File: src/rtl/bec_key_sched_if.sv
// Operand load port between the SoC front-end (master) and the BEC
// host-side sequencer (slave).
//   op_valid / op_ready : handshake, transfer on a cycle where both are high
//   op_sel              : operand code 0..5 (6 and 7 are illegal)
//   op_data             : operand value
interface bec_key_sched_if #(
  parameter int DATA_W = 163
) ();
  logic              op_valid;
  logic              op_ready;
  logic [2:0]        op_sel;
  logic [DATA_W-1:0] op_data;

  modport master (output op_valid, output op_sel, output op_data, input op_ready);
  modport slave  (input op_valid, input op_sel, input op_data, output op_ready);
endinterface

File: src/rtl/bec_key_sched.sv
// Host-side sequencer for the GF(2^163) binary Edwards curve scalar-mult core.
// One core run per accepted start: capture scalar, stream six operands into
// the core, launch it, feed one scalar bit per ladder iteration on core_ki,
// then unload the two result words.
//
// Ports:
//   clk, rst          : clock, asynchronous active-high reset (shared with core)
//   start, key        : run request (sampled in IDLE only) and scalar
//   op                : operand load port (bec_key_sched_if.slave)
//   busy              : high in every state except IDLE
//   res_x, res_z      : results, held until the next accepted start
//   res_valid         : one-cycle pulse once both results are captured
//   err               : sticky error, cleared by accepted start
//   core_*            : control/data to and from the BEC core
//
// Optional build macro BEC_SCHED_ITERCHK_EN: counts core_next_key pulses
// during RUN and flags err when the count at core_done differs from KEY_W.
module bec_key_sched #(
  parameter int KEY_W  = 163,
  parameter int DATA_W = 163
) (
  input  logic              clk,
  input  logic              rst,
  input  logic              start,
  input  logic [KEY_W-1:0]  key,
  bec_key_sched_if.slave    op,
  output logic              busy,
  output logic [DATA_W-1:0] res_x,
  output logic [DATA_W-1:0] res_z,
  output logic              res_valid,
  output logic              err,
  output logic              core_load_data,
  output logic              core_enable,
  output logic              core_trigLoad,
  output logic              core_ki,
  output logic [2:0]        core_load_status,
  output logic [DATA_W-1:0] core_data_in,
  input  logic              core_next_key,
  input  logic              core_done,
  input  logic [3:0]        core_status,
  input  logic [DATA_W-1:0] core_data_out
);

  typedef enum logic [3:0] {IDLE, REQ, WDL, LOAD, GO, RUN, UPA, UPB, FIN} state_e;

  localparam logic [5:0] MASK_ALL = 6'b111111;

  state_e            state_q, state_d;
  logic [KEY_W-1:0]  key_q, key_d;
  logic [5:0]        mask_q, mask_d;
  logic [2:0]        ls_q, ls_d;
  logic [DATA_W-1:0] din_q, din_d;
  logic              trig_q, trig_d;
  logic              err_q, err_d;
  logic [DATA_W-1:0] rx_q, rx_d;
  logic [DATA_W-1:0] rz_q, rz_d;
  logic              iter_err;

  // Only the download flag of the core status is consulted.
  logic unused_status;
  assign unused_status = ^{core_status[3], core_status[1:0]};

`ifdef BEC_SCHED_ITERCHK_EN
  logic [7:0] it_cnt_q, it_cnt_d;

  always_comb begin
    it_cnt_d = it_cnt_q;
    if (state_q == REQ)
      it_cnt_d = '0;
    else if (state_q == RUN && core_next_key)
      it_cnt_d = it_cnt_q + 8'd1;
  end

  always_ff @(posedge clk or posedge rst) begin
    if (rst) it_cnt_q <= '0;
    else     it_cnt_q <= it_cnt_d;
  end

  // it_cnt_d already includes a pulse arriving together with core_done.
  assign iter_err = (it_cnt_d != 8'(KEY_W));
`else
  assign iter_err = 1'b0;
`endif

  always_comb begin
    state_d = state_q;
    key_d   = key_q;
    mask_d  = mask_q;
    ls_d    = ls_q;
    din_d   = din_q;
    trig_d  = 1'b0;
    err_d   = err_q;
    rx_d    = rx_q;
    rz_d    = rz_q;
    case (state_q)
      IDLE: if (start) begin
        key_d   = key;
        err_d   = 1'b0;
        mask_d  = '0;
        rx_d    = '0;
        rz_d    = '0;
        state_d = REQ;
      end
      REQ: state_d = WDL;
      WDL: if (core_status[2]) state_d = LOAD;
      LOAD: begin
        // Full mask means the last trigLoad is on the wire this cycle.
        if (mask_q == MASK_ALL)
          state_d = GO;
        else if (op.op_valid) begin
          if (op.op_sel <= 3'd5) begin
            ls_d             = op.op_sel;
            din_d            = op.op_data;
            trig_d           = 1'b1;
            mask_d[op.op_sel] = 1'b1;
          end else begin
            err_d = 1'b1;
          end
        end
      end
      GO: state_d = RUN;
      RUN: begin
        if (core_next_key) key_d = {key_q[KEY_W-2:0], 1'b0};
        if (core_done) begin
          if (iter_err) err_d = 1'b1;
          ls_d    = 3'd0;
          state_d = UPA;
        end
      end
      UPA: begin
        rx_d    = core_data_out;
        ls_d    = 3'd1;
        state_d = UPB;
      end
      UPB: begin
        rz_d    = core_data_out;
        ls_d    = 3'd0;
        state_d = FIN;
      end
      FIN:     state_d = IDLE;
      default: state_d = IDLE;
    endcase
  end

  always_ff @(posedge clk or posedge rst) begin
    if (rst) begin
      state_q <= IDLE;
      key_q   <= '0;
      mask_q  <= '0;
      ls_q    <= '0;
      din_q   <= '0;
      trig_q  <= 1'b0;
      err_q   <= 1'b0;
      rx_q    <= '0;
      rz_q    <= '0;
    end else begin
      state_q <= state_d;
      key_q   <= key_d;
      mask_q  <= mask_d;
      ls_q    <= ls_d;
      din_q   <= din_d;
      trig_q  <= trig_d;
      err_q   <= err_d;
      rx_q    <= rx_d;
      rz_q    <= rz_d;
    end
  end

  assign op.op_ready       = (state_q == LOAD) && (mask_q != MASK_ALL);
  assign busy              = (state_q != IDLE);
  assign core_load_data    = (state_q == REQ);
  assign core_enable       = (state_q == GO);
  assign res_valid         = (state_q == FIN);
  assign core_ki           = key_q[KEY_W-1];
  assign core_trigLoad     = trig_q;
  assign core_load_status  = ls_q;
  assign core_data_in      = din_q;
  assign err               = err_q;
  assign res_x             = rx_q;
  assign res_z             = rz_q;

endmodule

File: src/flat_wrapper.sv
// flat-port wrapper written by rule: the top's interface ports become plain ports
module bec_key_sched_flat 
#(
  parameter int KEY_W  = 163,
  parameter int DATA_W = 163
)
  (clk, rst, start, key, busy, res_x, res_z, res_valid, err, core_load_data, core_enable, core_trigLoad, core_ki, core_load_status, core_data_in, core_next_key, core_done, core_status, core_data_out, op_op_valid, op_op_sel, op_op_data, op_op_ready);
  bec_key_sched_if #(.DATA_W(DATA_W)) op_i ();
  input  logic clk;
  input  logic rst;
  input  logic start;
  input  logic [KEY_W-1:0] key;
  output logic busy;
  output logic [DATA_W-1:0] res_x;
  output logic [DATA_W-1:0] res_z;
  output logic res_valid;
  output logic err;
  output logic core_load_data;
  output logic core_enable;
  output logic core_trigLoad;
  output logic core_ki;
  output logic [2:0] core_load_status;
  output logic [DATA_W-1:0] core_data_in;
  input  logic core_next_key;
  input  logic core_done;
  input  logic [3:0] core_status;
  input  logic [DATA_W-1:0] core_data_out;
  input wire logic [$bits(op_i.op_valid)-1:0] op_op_valid;
  input wire logic [$bits(op_i.op_sel)-1:0] op_op_sel;
  input wire logic [$bits(op_i.op_data)-1:0] op_op_data;
  output wire logic [$bits(op_i.op_ready)-1:0] op_op_ready;
  assign op_i.op_valid = op_op_valid;
  assign op_i.op_sel = op_op_sel;
  assign op_i.op_data = op_op_data;
  assign op_op_ready = op_i.op_ready;
  bec_key_sched #(.KEY_W(KEY_W), .DATA_W(DATA_W)) u_core (.clk(clk), .rst(rst), .start(start), .key(key), .op(op_i), .busy(busy), .res_x(res_x), .res_z(res_z), .res_valid(res_valid), .err(err), .core_load_data(core_load_data), .core_enable(core_enable), .core_trigLoad(core_trigLoad), .core_ki(core_ki), .core_load_status(core_load_status), .core_data_in(core_data_in), .core_next_key(core_next_key), .core_done(core_done), .core_status(core_status), .core_data_out(core_data_out));
endmodule
File: config.mk
export PLATFORM = sky130hd
export DESIGN_NAME = bec_key_sched_flat
export DESIGN_NICKNAME = d
export VERILOG_FILES = /design/src/rtl/bec_key_sched_if.sv /design/src/rtl/bec_key_sched.sv /design/src/flat_wrapper.sv
export SDC_FILE = /design/constraint.sdc
export NUM_CORES = 1
export LEC_CHECK = 0
export ABC_AREA = 1
export CORE_AREA = 2 2 390 392
export DETAILED_ROUTE_END_ITERATION = 10
export DIE_AREA = 0 0 392 394
export PLACE_DENSITY = 0.46
export SLEW_MARGIN = 20
export SYNTH_ARGS = -nofsm -noshare
export SYNTH_HDL_FRONTEND = slang
export SYNTH_SLANG_ARGS = --single-unit
File: constraint.sdc
create_clock -name clk -period 23.9 [get_ports clk]
set_input_delay 3.585 -clock clk [delete_from_list [all_inputs] [get_ports clk]]
set_output_delay 3.585 -clock clk [all_outputs]
set_load 0.02 [all_outputs]
After elaboration in Yosys (flattened, before gate mapping)

Index checks and enable logic that the tools add are counted.

Reductions and logical operators: 17
Eq/ne operators: 19
$lt $le $gt $ge: 3
Multiplexer cells: 32
Bitwise gates (word level): 2

Operators with widths:

| cell                                                        | number |
|---|---|
| case mux 163 bit (2 select lines)                           | 3 |
| 2-to-1 mux 163 bit                                          | 3 |
| case mux 4 bit (8 select lines)                             | 1 |
| 2-to-1 mux 6 bit                                            | 4 |
| == test 4 x 3 -> 1 bit (second input constant)              | 4 |
| 2-to-1 mux 4 bit                                            | 4 |
| AND reduction 5 bit                                         | 3 |
| inequality test 2 bit (second input constant)               | 7 |
| 2-to-1 mux 3 bit                                            | 4 |
| case mux 3 bit (4 select lines)                             | 1 |
| case mux 6 bit (2 select lines)                             | 1 |
| 2-to-1 mux 1 bit                                            | 9 |
| == test 4 x 2 -> 1 bit (second input constant)              | 2 |
| AND reduction 4 bit                                         | 2 |
| nonzero test 2 bit                                          | 4 |
| nonzero test 4 bit                                          | 2 |
| == test 6 bit (second input constant)                       | 1 |
| inequality test 6 bit (second input constant)               | 1 |
| OR 6 bit                                                    | 1 |
| == test 4 x 1 -> 1 bit (second input constant)              | 1 |
| == test 4 bit (second input constant)                       | 1 |
| zero test 4 bit                                             | 1 |
| less-than comparator 3 x 4 -> 1 bit (second input constant) | 1 |
| inequality test 2 x 1 -> 1 bit (second input constant)      | 2 |
| other kinds (8)                                             | 10 |

Output and inout port bits: 500
Input bits: 502
Register bits after elaboration: 667
Logic and storage cells: 82

Longest topological paths before layout

Gate-level depths: netlist (run 1).

Word-level depth: 9
Depth in mapped cells: 10
Depth with buffers taken out: 9

Least setup slack after synthesis (run 1)

OpenSTA, ideal clock, no wires.

Kind: reg-to-output
Start point: register u_core.state_q[0]
End point: output port res_valid
Buffers on the path: 0
Data arrival time: 1.059 ns
Stages on the path, launching flop included: 4
Required time: 20.315 ns
Slack: 19.256 ns
Path through: dfrtp_1 -> inv_2 -> nand2_4 -> nor3_1

Cells in the longest elaborated chain, start to end: 1

Ends and longest elaborated chain:

| what                   | RTL line             | text |
|---|---|---|
| from (decl)            | bec_key_sched.sv:48  | `state_e state_q, state_d;` |
| from (signal assigned) | bec_key_sched.sv:157 | `state_q <= state_d;` |
| == test 4 bit          | bec_key_sched.sv:173 | `assign res_valid = (state_q == FIN);` |
| to (decl)              | flat_wrapper.sv:16   | `output logic res_valid;` |

Every way passes these cells.

==> results of run 1 <==
worst min path at each step:
stage	from	end	slack, ps
after floorplan	u_core.mask_q[0]	u_core.mask_q[0]	460
after global placement	u_core.core_data_in[0]	u_core.core_data_in[0]	460
after detailed placement	u_core.core_data_in[94]	u_core.core_data_in[94]	460
after CTS	u_core.core_data_in[104]	u_core.core_data_in[104]	480
after global routing	u_core.core_data_in[104]	u_core.core_data_in[104]	500
final	u_core.core_data_in[104]	u_core.core_data_in[104]	470
cell type report:
cell class | count | area (um2)
Clock buffer | 129 | 2520
Fill cell | 16300 | 108000
Inverter | 354 | 1340
Antenna cell | 9 | 22.5
Timing Repair Buffer | 1023 | 10200
Sequential cell | 667 | 16700
Tap cell | 2030 | 2540
Clock inverter | 27 | 429
Multi-Input combinational cell | 1889 | 8460
state kept, by name (all words and copies together) (netlist names):
register and flops:
u_core.key_q 163, u_core.res_x 163, u_core.err 1, u_core.res_z 163, u_core.state_q 4, u_core.core_trigLoad 1, u_core.core_data_in 163, u_core.mask_q 6
u_core.core_load_status 3
layer usage:
layer | vias to the layer above | track usage (%)
met1 | 11300 | 17.3
met2 | 710 | 23.5
li1 | 11800 | -
met5 | - | 0
met4 | 34 | 3.89
met3 | 142 | 5.50
kinds of logic after synthesis:
family	after synthesis	synth area share, %
AND/OR/NAND/NOR	1223	18.3
flip-flops	667	60.2
AO/OA/AOI/OAI	666	12.1
buffers and inverters	569	9.46
power groups by stage:
stage	clock [mW]	sequential, mW	combinational (mW)
6_report	1.36	1.81	2.12
5_1_grt	1.46	1.86	2.33
4_1_cts	1.41	1.81	2.17
3_5_place_dp	0	1.82	2.16
3_3_place_gp	0	1.81	2.15
2_1_floorplan	0	2.19	0.752
worst max-delay path, stage by stage:
cell	delay [ps]
sky130_fd_sc_hd__clkdlybuf4s50_1	490
sky130_fd_sc_hd__inv_8	410
sky130_fd_sc_hd__buf_4	640
sky130_fd_sc_hd__buf_4	680
sky130_fd_sc_hd__buf_4	790
sky130_fd_sc_hd__buf_4	660
sky130_fd_sc_hd__buf_4	740
through the flow:
| stage | hold WS, ps | utilization [%] | cell area, um2 |
|---|---|---|---|
| after floorplan | 463 | - | 27700 |
| after global placement | 462 | 26.0 | 39200 |
| after detailed placement | 464 | 26.0 | 39200 |
| after CTS | 479 | 28.0 | 42200 |
| after global routing | 495 | 28.0 | 42200 |
| final | 473 | 28.0 | 42200 |
cells in the final DEF (no fill, tap or decap), drive strengths merged:
master         Yosys  final
clkinv             0     14
inv              354    357
clkdlybuf4s50      0    998
o21bai             4      4
a21oi              9      9
buf              142     25
o21ai            653    653
nor2              14     14
clkbuf            73    129
nand3b             1      1
dfrtp            667    667
diode              0      9
clkinvlp           0      2
nand4              1      1
bufinv             0      8
nand2            862    862
nor3               2      2
nand3            343    343
==> impl.org, run 1 <==
** Status
- Result of the run :: finished, final reports clean

** Timing
- After layout, the minimum clock period comes to 7510 ps.
- Fmax :: between 0.1 and 0.15 GHz
- Hold violation count in the final report :: 0
- Final total negative setup slack :: 0 ps
- Number of setup violations in the final report :: 0
- Clock Skews :: approximately 25 ps
- At the pin with the least slew margin, the transition time is approximately 1000 ps.
- Slew Viols, Final :: 0
- Worst path setup slack after routing :: between 15000 and 20000 ps
- Worst-case headroom to the max-slew limit :: between 30% and 40%
- Setup repair after global routing left no endpoint under its margin.
- Final worst-path cycle share :: 31.4%

** CTS
- The number of setup buffers added after CTS is 0.
- Clock-pin slew was measured on the worst setup and hold paths at ~50 ps.
- Hold Buf Count CTS :: 0
- Count of clock tree sinks :: about 670
- CTS built an H-tree with a depth of 3.
- CTS max path bufs :: 3
- Gates resized during post-CTS repair numbered 0.
- At the later pin of the worst-skew pair, clock insertion delay measures around 670 ps.
- CTS tree :: done
- TritonCTS created 86 clock buffers.
- Clock root buffer master :: sky130_fd_sc_hd__clkbuf_16

** Route
- Via total after detailed routing :: approximately 24000
- Highest metal layer with signal wires :: met5
- The detail route stage leaves a number of antenna-violating nets equal to 0.
- Detailed routing placed a total of approximately 54 mm of wire on met2.
- For this block, wires on met1 add up to about 46 mm.
- In the detailed route, the total length drawn on met3 is 10.7 mm.
- In the routed layout, each cell is associated on average with a via count of about 3.9.
- Final routed wirelength across all metal layers :: between 100 and 150 mm
- DRC violations left :: 0
- The first TritonRoute pass finished after 5 iterations.
- For this block, the initial DRC count from the detailed router was around 1500.
- In the final routed layout, each cell accounts on average for about 18 um.

** Job
- Max-Cap Viols :: 0

** Pwr
- Sequential power share :: 34.2%
- Final Power :: around 5.3 mW
- The analysis attributes to cell leakage a power of 19.4 nW.
- Net switching is about 38% of the power.
- The worst-case IR drop observed on VDD is around 58 uV.
- Net load switching power :: between 2 and 2.5 mW
- The share of total power dissipated in combinational logic is approximately two fifths.
- Internal power comes to between 3 and 4 mW.
- Power spread over the standard cell area amounts to 125 nW/um2.
- The share of total power dissipated in the clock network is roughly a quarter.

** Critical path
- The worst register-to-register path begins at u_core.state_q[1].
- Counting cells, the worst reg-to-reg path comes to 9.
- In this run the worst setup path terminates at u_core.key_q[9].
- STA classifies the critical path endpoint as an async pin.
- Critical Path Start :: rst
- Register-to-register path setup slack :: a little under 20000 ps
- Arrival @ worst endpoint :: around 8000 ps
- The endpoint identified for the worst register-to-register timing path is u_core.res_z[111].
- The worst setup path is launched from a primary input.
- Required @ worst endpoint :: about 25000 ps
- CP Class :: in -> async
- Worst-path fanout max :: 72

** Synthesis
- For this run, asynchronously set or reset flops after synthesis account for 100%.
- Synthesized netlist cell count :: approximately 3100
- Sorting the synthesized cells by how often they occur yields sky130_fd_sc_hd__nand2_1 (857), sky130_fd_sc_hd__dfrtp_1 (667), sky130_fd_sc_hd__o21ai_0 (554).
- Register bit total from synthesis :: around 670
- Flip-flop cell with the highest count after synthesis :: sky130_fd_sc_hd__dfrtp_1
- Sequential cells were found to cover around three fifths of the synthesized design area.
- Synthesis produced a netlist with a net count of around 3600.
- Area of the mapped netlist :: approximately 28000 um2
- Count of cell types in the netlist :: 21
- Number of synthesis warnings :: 0
- Area share of the largest cell type after synthesis :: 60.2%
- Average cell area after synthesis :: 8.87 um2
- Sorting the synthesized cells by area gives the leading types as sky130_fd_sc_hd__dfrtp_1 (60%), sky130_fd_sc_hd__nand2_1 (12%), sky130_fd_sc_hd__o21ai_0 (10%), sky130_fd_sc_hd__nand3_1 (6.2%), sky130_fd_sc_hd__inv_1 (4.7%).
- Counting flops with a built-in enable in the synthesized netlist gives 0.
- Most used standard cell by instance count after synthesis :: sky130_fd_sc_hd__nand2_1
- Library cell occupying the most area in the post-synthesis netlist :: sky130_fd_sc_hd__dfrtp_1

** Die
- During I/O placement, the number of pins put on the boundary was 1002.
- Die width :: around 390 um
- The initial utilization of the core area, before any placement, comes to approximately 18%.
- FP Rows :: approximately 140
- In this run the standard cell core region covers 151000 um2.
- The die covers ~150000 um2.
- In this run the vertical extent of the chip is slightly below 400 um.

** Place
- The number of placed instances, taps included, is around 6000.
- Detailed placement finished with a half-perimeter wire length of 82.0 mm.
- # port buffers :: 998
- At the end of routability-driven placement, the weighted congestion stood at 0.820.
- Timing analysis after detailed placement gives a worst setup slack of approximately 15000 ps.

** Hold path
- Cell depth of the worst min-delay path :: 2
- The tightest min-delay check is of the reg -> reg type.

** Global routing
- The via count of the first global-routing pass was roughly 24000.
- Grt ovf :: 0
- The initial antenna violation count came to 28.
- The first global-routing pass estimated approximately 160 mm of wire.
- Entering global routing, the biggest net connects approximately 220 pins.
- Total global routing track utilization :: 14.3%

** Cells and area
- The finished layout holds approximately 6000 standard cells, fillers aside.
- Share of cells above drive strength 1 :: under 10%
- For this run, the post-layout net count is roughly 4500.
- Relative to the synthesized area, the layout overhead comes to 52.2%.
Note: power is estimated with default switching activity, not from simulation.
==> inputs of run 2 (changes only) <==
CORE_AREA = 2 2 385 387   (was 2 2 390 392)
DIE_AREA = 0 0 387 389   (was 0 0 392 394)
PLACE_DENSITY = 0.48   (was 0.46)
clock period = 6.6 ns   (was 23.9 ns; I/O delays follow)
==> run 2 against run 1 <==
Worst setup slack got worse by 13000 ps. Global-route usage increased by 0.38 points. Clock-buffer cell count unchanged. Critical path type is now reg -> out.
==> impl.org, run 2 (same netlist as run 1, synthesis figures left out) <==
** Global routing
- Largest net degree at the start of global routing :: approximately 190
- GR met3 Demand/Resource :: between 5 and 6%
- Most Crowded Layer GR :: met2
- Global-route met1 utilization :: between 15 and 20%
- Total global routing track utilization :: about 15%
- The initial antenna violation count came to 25.
- The via count of the first global-routing pass was roughly 24000.
- Met2 GRT Util :: between 20 and 25%
- Grt ovf :: 0
- The first global-routing pass estimated 164 mm of wire.

** Timing
- Worst-case headroom to the max-slew limit :: about a quarter
- At the pin with the least slew margin, the transition time is approximately 1100 ps.
- Worst path setup slack after routing :: around 3200 ps
- Final worst-path cycle share :: around half
- Setup violations remaining at the end of the flow were counted as 0.
- Fmax :: ~0.29 GHz
- Across the routed clock network, the largest skew measured is 27.2 ps.
- Time the worst path needs with I/O delays and setup :: roughly 3400 ps
- Setup repair after global routing left no endpoint under its margin.
- Hold violation count in the final report :: 0
- Slew Viols, Final :: 0

** CTS
- The H-tree generated during clock tree synthesis spans 3 levels.
- Post-CTS Setup Inserts :: 0
- TritonCTS built the clock tree.
- At the later pin of the worst-skew pair, clock insertion delay measures just under 700 ps.
- Count of clock tree sinks :: 667
- Clock slew at the register clock pins of the worst setup and hold paths :: 60 ps
- In this run the deepest clock path goes through 3 buffers.
- Hold Buf Count CTS :: 0
- Clock root buffer master :: sky130_fd_sc_hd__clkbuf_16
- TritonCTS created 84 clock buffers.
- Post-cts repair resize count :: 0

** Critical path
- Sort of element at the start of the critical path :: flip-flop
- Arrival @ worst endpoint :: roughly 2400 ps
- Crit path capture type :: output pin
- Along the worst path, the maximum fanout reaches 6.
- For the worst setup path, the data required time is around 5600 ps.
- CP Class :: reg -> out

** Route
- Drt pass-1 iters :: 5
- Final routed wirelength across all metal layers :: roughly 110 mm
- Using the TritonRoute via totals, the vias-per-cell ratio works out to around 4.0.
- Drt first-iter violations :: between 1000 and 1500
- Routed Antenna Nets :: 0
- After detailed routing, the number of remaining DRC violations is 0.
- Routed wire per std cell :: 18.8 um
- Via total after detailed routing :: ~24000

** Place
- # port buffers :: ~1000
- The number of placed instances, taps included, is roughly 6000.
- Summed over all nets, the half-perimeter wirelength after detailed placement is approximately 83 mm.
- Prior to clock tree synthesis, the placed netlist has a worst setup slack of ~3000 ps.
- The congestion estimate from routability-driven global placement came to between 0.8 and 0.9.

** Die
- FP Rows :: approximately 140
- Die outline height :: 389 um
- Number of top-level pins :: roughly 1000
- Placeable core region :: between 100000 and 150000 um2
- The initial utilization of the core area, before any placement, comes to a little under a fifth.
- Area of the die :: 151000 um2
- Die width :: approximately 390 um

** Cells and area
- The library cells used most frequently in the layout, excluding fill and tap cells, are sky130_fd_sc_hd__clkdlybuf4s50_1 (998), sky130_fd_sc_hd__nand2_1 (854), sky130_fd_sc_hd__dfrtp_1 (667).
- Layout-stage area growth over the synthesis result :: 51.5%
- For this run, the number of standard cells in the final layout without fillers is around 6000.
- After the last flow step, the layout net total stands at ~4500.
- Leaving out fill and tap cells, the most frequent cell in the layout is sky130_fd_sc_hd__clkdlybuf4s50_1.
- Share of cells above drive strength 1 :: under 10%

** Pwr
- For this design the static power due to leakage is about 19 nW.
- PD cells :: 451 nW/um2
- The worst-case IR drop observed on VDD is ~230 uV.

** Job
- The tool flagged a number of max-cap violations equal to 0.

** Hold path
- In this run the worst hold path is classified as reg -> reg.

** Status
- Result of the run :: finished, final reports clean
## run 2: layer usage
layer	wire length (um)	vias to the layer above
met5	127	-
met4	3430	20
met3	10300	168
met2	51800	718
met1	47900	11200
li1	-	11800
## run 2: worst max-delay path, cell delays in order, from the launching register on
cell and delay, ps:
sky130_fd_sc_hd__dfrtp_1 380, sky130_fd_sc_hd__inv_2 110, sky130_fd_sc_hd__nand2_2 130, sky130_fd_sc_hd__nor3_1 160, sky130_fd_sc_hd__clkdlybuf4s50_1 960
## run 2: power breakdown
| group | total [mW] | leakage [nW] | switching (mW) | internal (mW) |
|---|---|---|---|---|
| sequential | 6.56 | 8.51 | 0.790 | 5.76 |
| combinational | 7.73 | 9.48 | 4.54 | 3.20 |
| clock | 4.65 | 1.35 | 1.91 | 2.74 |
| total | 18.9 | 19.3 | 7.24 | 11.7 |
## run 2: path summary, 6_finish.rpt
| kind | startpoint | end | slack [ps] | cells past startpoint |
|---|---|---|---|---|
| max | u_core.state_q[3] | core_load_data | 3190 | 4 |
| min | u_core.core_data_in[110] | u_core.core_data_in[110] | 470 | 2 |
| max reg2reg | u_core.state_q[0] | u_core.key_q[123] | 3790 | 7 |
| min reg2reg | u_core.core_data_in[110] | u_core.core_data_in[110] | 470 | 2 |
| max in group asynchronous | rst | u_core.key_q[72] | 4330 | 4 |
| min in group asynchronous | rst | u_core.res_z[112] | 770 | 2 |
## run 2: area by class of cell
cell class	instances	area, um2
fillers	15700	105000
flip-flops and latches	667	16700
repair buffers	1027	10300
multi-input cells	1889	8460
clock buffers	129	2460
well taps	1930	2410
inverters	354	1340
clock inverters	22	308
diodes	9	22.5
## run 2: stage by stage
step	instance area, um2	util [%]	setup TNS (ps)	hold WS, ps	power, mW
5_1_grt	42000	28.6	0	494	20.2
4_1_cts	42000	28.6	0	480	19.3
3_3_place_gp	39200	26.8	0	462	14.4
2_1_floorplan	27700	-	-2341430	463	10.6
3_5_place_dp	39200	26.8	0	464	14.5
6_report	42000	28.7	0	475	18.9
==> inputs of run 3 (changes only) <==
CORE_AREA = 2 2 390 392   (was 2 2 385 387)
DIE_AREA = 0 0 392 394   (was 0 0 387 389)
PLACE_DENSITY = 0.46   (was 0.48)
clock period = 3.4 ns   (was 6.6 ns; I/O delays follow)
==> run 3 against run 2 <==
Critical path depth stayed put. Clock-buffer cell count is 12 lower. Sequential power is 94% higher. Sequential cell count stayed put. Critical path type unchanged.
==> impl.org, run 3 (same netlist as run 1, synthesis figures left out) <==
** Timing
- The final hold violation count came to 0.
- Setup repair after global routing missed its margin :: false
- Setup slack closes at roughly 380 ps.
- Setup violations remaining at the end of the flow were counted as 0.
- For the final routed database, the setup TNS stands at 0 ps.
- The final-report max-slew violation count was 0.
- The worst pin sits at a relative slew slack of 38.0%.
- Final worst-path cycle share :: 88.7%
- Worst slew pin tran :: 930 ps
- Fmax :: roughly 0.33 GHz
- After layout, the minimum clock period comes to between 3000 and 4000 ps.
- For the final database, setup skew stands at approximately 29 ps.

** Status
- Result of the run :: finished, final reports clean

** CTS
- The clock passes through at most 3 buffers.
- Buffers added to address setup during post-CTS repair amount to 0.
- The number of hold buffers added after CTS was 0.
- Post-cts repair resize count :: 0
- In this run the clock root is driven by a sky130_fd_sc_hd__clkbuf_16.
- The H-tree generated during clock tree synthesis spans 3 levels.
- Count of clock tree sinks :: about 670
- CTS tree :: done
- Clock insertion delay at the later pin of the skew report :: approximately 700 ps
- CTS buffer count :: 84
- Clock-pin slew was measured on the worst setup and hold paths at approximately 60 ps.

** Critical path
- STA classifies the critical path startpoint as a flip-flop.
- Arrival @ worst endpoint :: between 2000 and 3000 ps
- Tracing the worst setup path back leads to its startpoint at u_core.state_q[3].
- The number of buffers and inverters on the critical path is 2.
- Traced cell by cell, the critical path runs through inv_2, nand2_2, nor3_1, clkdlybuf4s50_1.
- CP Class :: reg -> out
- CP max-delay cell :: sky130_fd_sc_hd__clkdlybuf4s50_1
- In this run the critical register-to-register path is launched from u_core.state_q[3].
- CP peak stage delay :: 930 ps
- At the worst endpoint, the required time is roughly 2900 ps.
- Crit path capture type :: output pin
- Worst-path fanout max :: 6
- Family of cells with the greatest summed delay on the critical path :: buffers and inverters

** Cells and area
- After the last flow step, the layout net total stands at ~4600.
- Commonest cells after routing, fill and taps aside :: sky130_fd_sc_hd__clkdlybuf4s50_1 (998), sky130_fd_sc_hd__nand2_1 (854), sky130_fd_sc_hd__dfrtp_1 (667)
- Cells fill 28.3% of the core in the end.
- Fill cells in the final layout number roughly 16000.
- In the final layout, the share of cells above drive strength 1 is 5.17%.
- Post-route non-filler standard cell count :: roughly 6200
- The library cell used most frequently in the layout, excluding fill and tap cells, is sky130_fd_sc_hd__clkdlybuf4s50_1.
- Layout-stage area growth over the synthesis result :: 53.6%
- Design area :: roughly 43000 um2

** Route
- Via-to-Cell Ratio :: 3.91
- DRC violations left :: 0
- For this block, the via count after detailed routing is between 20000 and 25000.
- Final routed wirelength across all metal layers :: around 110 mm
- Routed Antenna Nets :: 0
- Routed wire per std cell :: 18.5 um
- Drt pass-1 iters :: 5
- Drt first-iter violations :: about 1300

** Global routing
- Entering global routing, the biggest net connects ~170 pins.
- In the global route stage, overall resource usage came out at about 14%.
- The first global-routing pass estimated about 170 mm of wire.
- Via count of the first global-routing pass :: around 24000
- The initial antenna violation count was 20.
- After global routing the overflow that remains totals 0.

** Die
- Once the floorplan was initialized, standard cells occupied a little under a fifth of the core.
- FP Rows :: 143
- Placeable core region :: about 150000 um2
- The floorplan step set the die height to 394 um.
- The floorplan step defined a die boundary enclosing 154000 um2.
- Die width :: approximately 400 um
- around 1000 I/O pins were placed.

** Pwr
- The worst-case IR drop observed on VDD is 418 uV.
- Summed over all cells, the static leakage comes to between 15 and 20 nW.
- PD cells :: 869 nW/um2

** Place
- Total placed cells including tap cells :: between 5000 and 6000
- Total cell area at the placement stage :: around 40000 um2
- Prior to clock tree synthesis, the placed netlist has a worst setup slack of between 600 and 700 ps.
- DP Wirelength :: around 85 mm
- The count of buffers added on input and output ports is 998.
- Placer Congestion :: between 0.8 and 0.9

** Job
- Max-cap violations in this run came to 0.

** Hold path
- The path class of the tightest hold or removal check is in -> async.
==> run 3: worst paths after layout <==
check | to | slack, ps | cells after the start
max in group asynchronous | u_core.res_x[93] | 2150 | 4
hold reg to reg | u_core.core_data_in[127] | 470 | 2
setup / recovery | core_load_data | 380 | 4
min in group clk | u_core.core_data_in[68] | 360 | 3
setup reg to reg | u_core.core_data_in[76] | 1010 | 8
hold / removal | u_core.res_x[99] | 250 | 3
==> run 3: through the flow <==
| stage | hold WS, ps | power, mW |
|---|---|---|
| 3_3_place_gp | 461 | 28.1 |
| 5_1_grt | 231 | 39.5 |
| 4_1_cts | 194 | 37.7 |
| 6_report | 246 | 37.0 |
| 3_5_place_dp | 464 | 28.3 |
| 2_1_floorplan | 463 | 20.7 |
==> run 3: per-layer routing <==
layer	vias to the layer above	track usage (%)	part of all wire (%)	wire length [um]
li1	11800	-	-	-
met1	11300	17.4	41	47200
met2	722	23.0	46	52500
met3	188	5.39	8.9	10200
met4	26	5.42	3.3	3770
met5	-	0	0.15	172
==> run 3: where the power goes <==
part | internal (mW) | switching (mW)
Combinational | 6.36 | 8.79
Clock | 5.39 | 3.74
Sequential | 11.2 | 1.54
==> run 3: layout make-up <==
| class | instances | area, um2 | area share (%) |
|---|---|---|---|
| antenna | 6 | 15.0 | 0.0352 |
| clock buffer | 117 | 2430 | 5.70 |
| clock inverter | 32 | 393 | 0.922 |
| inverter | 354 | 1340 | 3.13 |
| multi-input combinational | 1889 | 8460 | 19.9 |
| sequential | 667 | 16700 | 39.2 |
| tap | 2030 | 2540 | 5.96 |
| timing repair buffer | 1059 | 10700 | 25.2 |
==> run 3: worst min-delay path, delay by kind of cell <==
family,cells,cell delay [ps]
buffers and inverters,3,820
